[config.mk]
export PLATFORM = sky130hd
export DESIGN_NAME = capture_ctrl
export DESIGN_NICKNAME = d
export VERILOG_FILES = /design/src/rtl/capture_ctrl.sv
export SDC_FILE = /design/constraint.sdc
export NUM_CORES = 1
export LEC_CHECK = 0
export CAP_MARGIN = 25
export CORE_MARGIN = 5
export CORE_UTILIZATION = 55
export DETAILED_ROUTE_END_ITERATION = 6
export PLACE_DENSITY = 0.79
export SETUP_SLACK_MARGIN = 0.1
export SLEW_MARGIN = 30
export SYNTH_ARGS = -nofsm -noshare
export SYNTH_HDL_FRONTEND = slang
export SYNTH_SLANG_ARGS = --single-unit
[constraint.sdc]
create_clock -name clk -period 7.6 [get_ports clk]
set_input_delay 1.52 -clock clk [delete_from_list [all_inputs] [get_ports clk]]
set_output_delay 1.52 -clock clk [all_outputs]
set_load 0.03 [all_outputs]
[src/rtl/capture_ctrl.sv]
// capture_ctrl: sequences one logic-analyzer capture into a circular sample RAM.
// Tracks pre-trigger fill to drive armed, counts post-trigger samples, then
// parks in DONE with the final write address until the host acknowledges.
module capture_ctrl #(
  parameter int ENTRIES = 384,
  parameter int ADDR_W  = 9
) (
  input  logic              clk,
  input  logic              rst_n,
  input  logic              run,
  input  logic              clr_done,
  input  logic              wrt_smpl,
  input  logic [ADDR_W-1:0] trig_pos,
  input  logic              triggered,
  output logic              armed,
  output logic              set_capture_done,
  output logic              capture_done,
  output logic              busy,
  output logic              we,
  output logic [ADDR_W-1:0] waddr,
  output logic [ADDR_W-1:0] last_addr
);

  // One extra bit so the fill counter can hold ENTRIES even when ENTRIES == 2^ADDR_W.
  localparam int CNT_W = ADDR_W + 1;
  localparam logic [CNT_W-1:0]  ENTRIES_C = CNT_W'(ENTRIES);
  localparam logic [ADDR_W-1:0] LAST_C    = ADDR_W'(ENTRIES - 1);

  typedef enum logic [1:0] {
    IDLE    = 2'd0,
    CAPTURE = 2'd1,
    DONE    = 2'd2
  } state_t;

  state_t            state;
  logic [ADDR_W-1:0] tp_q;
  logic [CNT_W-1:0]  smpl_cnt;
  logic [ADDR_W-1:0] post_cnt;

  logic [CNT_W-1:0]  smpl_cnt_inc;
  logic [ADDR_W-1:0] post_inc;
  logic [ADDR_W-1:0] waddr_inc;
  logic              arm_hit;
  logic              done_hit;

  // Clamp the requested post-trigger count into 1 .. ENTRIES-1 so at least one
  // pre-trigger slot and one post-trigger slot always exist.
  function automatic logic [ADDR_W-1:0] clamp_tp(input logic [ADDR_W-1:0] tpos);
    if (tpos == '0)
      return ADDR_W'(1);
    else if ({1'b0, tpos} >= ENTRIES_C)
      return LAST_C;
    else
      return tpos;
  endfunction

  // Write enable follows the strobe with no latency while capturing.
  assign we = (state == CAPTURE) && wrt_smpl;

  // Next-value arithmetic for the counters and the circular write pointer.
  always_comb begin
    smpl_cnt_inc = (smpl_cnt == ENTRIES_C) ? smpl_cnt : smpl_cnt + CNT_W'(1);
    post_inc     = post_cnt + ADDR_W'(1);
    waddr_inc    = (waddr == LAST_C) ? '0 : waddr + ADDR_W'(1);
    arm_hit      = smpl_cnt_inc >= (ENTRIES_C - {1'b0, tp_q});
    done_hit     = wrt_smpl && triggered && (post_inc == tp_q);
  end

  // Capture FSM with registered status outputs; completion beats abort.
  always_ff @(posedge clk or negedge rst_n) begin
    if (!rst_n) begin
      state            <= IDLE;
      tp_q             <= '0;
      smpl_cnt         <= '0;
      post_cnt         <= '0;
      waddr            <= '0;
      last_addr        <= '0;
      armed            <= 1'b0;
      set_capture_done <= 1'b0;
      capture_done     <= 1'b0;
      busy             <= 1'b0;
    end else begin
      set_capture_done <= 1'b0;
      case (state)
        IDLE: begin
          if (run) begin
            state    <= CAPTURE;
            busy     <= 1'b1;
            tp_q     <= clamp_tp(trig_pos);
            waddr    <= '0;
            smpl_cnt <= '0;
            post_cnt <= '0;
            armed    <= 1'b0;
          end
        end
        CAPTURE: begin
          if (wrt_smpl) begin
            waddr    <= waddr_inc;
            smpl_cnt <= smpl_cnt_inc;
            if (arm_hit)
              armed <= 1'b1;
            if (triggered)
              post_cnt <= post_inc;
          end
          if (done_hit) begin
            state            <= DONE;
            busy             <= 1'b0;
            capture_done     <= 1'b1;
            set_capture_done <= 1'b1;
            last_addr        <= waddr;
            armed            <= 1'b0;
          end else if (!run) begin
            state <= IDLE;
            busy  <= 1'b0;
            armed <= 1'b0;
          end
        end
        DONE: begin
          if (clr_done) begin
            state        <= IDLE;
            capture_done <= 1'b0;
          end
        end
        default: begin
          state        <= IDLE;
          busy         <= 1'b0;
          capture_done <= 1'b0;
          armed        <= 1'b0;
        end
      endcase
    end
  end

endmodule

Yosys cells after proc, flatten, opt, wreduce, memory -nomap -nowiden:

Index checks and enable logic that the tools add are counted.

* bitwise operators: 2
* reductions and logical operators: 14
* add/subtract/negate cells: 4
* order comparisons: 2
* mux-type cells: 33
* equal/unequal tests: 13

Operators by type and width (count)
* $mux 9: 7
* $pmux 9 s2: 2
* $mux 10: 3
* $pmux 10 s2: 1
* $add 9x1->9 const B: 2
* $mux 1: 12
* $reduce_and 3->1: 4
* $add 10x1->10 const B: 1
* $eq 10x9->1 const B: 1
* $ge 10x10->1: 1
* $ne 2x2->1 const B: 5
* $sub 9x9->10 const A: 1
* $eq 9x9->1: 1
* $eq 9x9->1 const B: 1
* $ge 9x9->1 const B: 1
* $logic_not 9->1: 1
* $pmux 1 s3: 3
* $mux 2: 4
* $ne 4x4->1 const B: 2
* $reduce_and 4->1: 2
* $pmux 2 s3: 1
* $reduce_and 2->1: 2
* $logic_and 1x1->1: 3
* $ne 3x3->1 const B: 1
* 5 further kinds: 6

* word-level logic and storage cells: 78
* register bits after elaboration: 52
* input port bits: 15

Depth between registers and ports, before layout:

* depth in word-level cells: 8
* mapped depth: 11
* depth with buffers taken out: 11

Least setup slack after synthesis:

Ideal clock, no wire load.

* path kind: input-to-output
* from: in wrt_smpl
* to: out we
* required time: 6.080 ns
* data arrival time: 2.473 ns
* stages: 4
* setup slack: 3.607 ns
* cell sequence: nand2_1 inv_1 clkbuf_1 buf_1

* word-level cells in the longest chain between the ends: 1

Ends and longest elaborated chain
* start, declared: line 12 `input logic wrt_smpl,`
* $logic_and 1x1->1: line 58 `assign we = (state == CAPTURE) && wrt_smpl;`
* end, declared: line 19 `output logic we,`

No other way between the ends.

Worst setup path after layout:

Ends and elaborated chain as after synthesis.

==> key figures <==
Outcome
  • Status: finished clean

Synth
  • Synthesized area per cell: 9.40 µm²
  • XOR/XNOR Fraction of Synth Area: 0.0640
  • Ys Warns: 0
  • Synth Area in Adders: 0.0596
  • Synthesized cell area: 3150 µm²
  • Main combinational cell family by area after synthesis: simple AND/OR/NAND/NOR gates
  • Synth Instances: 335
  • Post-synth EDFFs: 0
  • Seq/Total Area, Yosys: 0.413
  • Yosys top cell area share: 0.413
  • Synth area leader: dfrtp_1
  • FFs w/ async S/R, synth: 1.00
  • Yosys cell types: 52
  • Syn nets: ~370
  • Post-synth top flop: dfrtp_1
  • Simple-Gate Fraction of Synth Area: 0.199
  • Multiplexer share of the synthesized area: 0.0405
  • Synth top area cells: dfrtp_1, o21ai_0, ha_1
  • #FFs+latches synth: 52
  • Complex-gate fraction of the synthesized area: 0.183

Critical path
  • Critical path peak fanout: 22
  • Reg2Reg Launch Point: post_cnt[0]
  • Reg2Reg Depth: 7
  • R2R Setup Slk: 4.38 ns
  • Worst Path Required: 6.08 ns
  • CP Capture Type: output pin
  • Data arrival, critical path: 3.55 ns
  • Crit path kind: input pin to output pin
  • Reg2reg end: last_addr[0]
  • Startpoint types: input pin

STA
  • RSZ-0062 raised after global routing: false
  • Tmin final: 5.07 ns
  • Period Utilization, post-route: 0.667
  • # setup viols final: 0
  • Clock Skew: slightly below 0.006 ns
  • Final Hold Fails: 0
  • Hold WS: 0.496 ns
  • Achievable Freq: 197 MHz
  • Max-slew violation count: 0
  • Setup TNS: 0 ns
  • Least-Margin Pin Slew: 0.968 ns
  • Slew headroom: 0.350

CTS
  • CTS resizes: 0
  • Skew-Pair Late Insertion Delay: 0.31 ns
  • Number of setup buffers added after CTS: 0
  • Cts hold-fix bufs: 0
  • CTS root buf: clkbuf_8
  • Num CTS Buffers: 5
  • Clock transition at path regs: 0.10 ns
  • Clock buffer depth: 2
  • Sink Count: 52
  • H-tree Lvls: 2
  • CTS tree: built

Place
  • I/O Buffers: 37
  • Post-DP Area: around 3500 µm²
  • Post-DP HPWL: 4940 µm
  • Placer Congestion: 0.927

Route
  • Routed len/inst: 15.6 µm
  • Post-route ant nets: 0
  • DRT iter0 DRCs: 277
  • Remaining DRCs: 0
  • Via density: 5.84
  • Routed via count: 2548
  • DRT Pass-1 Iters: 4
  • Total Wirelength: 6780 µm

Global routing
  • Initial antenna violation count: 0
  • Grt ovf: 0
  • GR Util All Layers: 0.195
  • Vias in the first global route: 2480
  • Pin count of the biggest net entering global routing: between 50 and 60
  • First-pass GRT wire length: 11600 µm

Job
  • Max Cap Viol: 0

Final layout
  • Number of fillers in the final layout: around 480
  • Antenna Cells: 0
  • Layout cell share with drive strength beyond 1: 0.0687
  • Commonest non-fill, non-tap cell in the layout: dfrtp_1
  • Area grow syn2layout: 15.1%
  • Commonest cells after routing, fill and taps aside: dfrtp_1, o21ai_0, clkdlybuf4s50_1
  • Fin nets: 393
  • Final instance area: 3620 µm²

Min path
  • Worst min-delay path category: flop to flop
  • Min-Delay Startpoint: capture_done
  • Hold EP: capture_done
  • Worst hold path depth: 1

Floorplan
  • CORE AREA: 5540 µm²
  • Initial Utilization: 0.568
  • IO Count: 38
  • FP Rows: 27
  • Die area: ~7300 µm²
  • Die H: 85.7 µm
  • Die width: between 80 and 90 µm

Pwr
  • Worst IR Drop VDD: just under 0.1 mV
  • Pwr/cell area: 183 nW/µm²
  • Total power: 0.663 mW
  • Pleak: 1.58 nW
[stage by stage]
| stage | utilization | worst slack [ns] | cells |
|---|---|---|---|
| 3_5_place_dp | 0.637 | 2.56 | 428 |
| 2_1_floorplan | - | 3.61 | 335 |
| 5_1_grt | 0.654 | 2.47 | 436 |
| 6_report | 0.654 | 2.53 | 436 |
| 4_1_cts | 0.654 | 2.56 | 436 |
| 3_3_place_gp | 0.637 | 2.61 | 428 |
[cell families (layout without fill, tap and decap cells)]
logic type	after synthesis	count (layout)
simple gates	120	120
compound gates	88	88
flops	52	52
buf+inv	28	57
xor+xnor	23	23
fa+ha+maj	15	15
mux	9	9
[how the worst max path moves through the flow]
stage / start / endpoint
final: wrt_smpl / we
after global routing: wrt_smpl / we
after CTS: wrt_smpl / we
after detailed placement: wrt_smpl / we
after global placement: wrt_smpl / we
after floorplan: wrt_smpl / we
[flip-flops by register name, indices dropped and copies added (netlist names)]
register          count
tp_q                  9
set_capture_done      1
last_addr             9
armed                 1
capture_done          1
post_cnt              9
smpl_cnt             10
busy                  1
waddr                 9
state                 2
[per-layer routing]
metal / global-route usage / part of all wire
met3: 0.0413 / 0.047
met1: 0.270 / 0.49
met4: 0.0547 / 0.0071
met2: 0.309 / 0.46
met5: 0 / 0
[critical path: stages]
cell and delay [ns]:
clkdlybuf4s50_1 0.51, nand2_1 0.16, inv_1 0.55, clkdlybuf4s50_1 0.80
[synth_stat cells, types with 3 or more instances]
cell / count
a211oi_1: 3
a21oi_1: 6
a22o_1: 8
and3_1: 6
buf_4: 3
clkbuf_1: 11
dfrtp_1: 52
ha_1: 15
inv_1: 10
mux2_4: 7
nand2_1: 31
nand2b_1: 7
nand3_1: 20
nor2_1: 20
nor2b_1: 6
nor3_1: 8
nor4_1: 4
o21a_1: 4
o21ai_0: 40
o31ai_1: 6
o41ai_1: 4
or3_1: 3
xnor2_1: 15
xor2_1: 8
[layout make-up]
cell class	count	area (µm²)	share of cell area
timing repair buffer	39	380	0.105
clock inverter	3	26.3	0.00725
multi-input combinational	255	1720	0.475
sequential	52	1300	0.359
clock buffer	5	68.8	0.0190
inverter	10	37.5	0.0104
tap	72	90.1	0.0249
[power breakdown]
| group | switching, mW | internal, mW | total [mW] |
|---|---|---|---|
| combinational | 0.0889 | 0.0735 | 0.162 |
| clock | 0.101 | 0.0680 | 0.169 |
| sequential | 0.0335 | 0.299 | 0.332 |
Power figures use the tool's default switching activity.
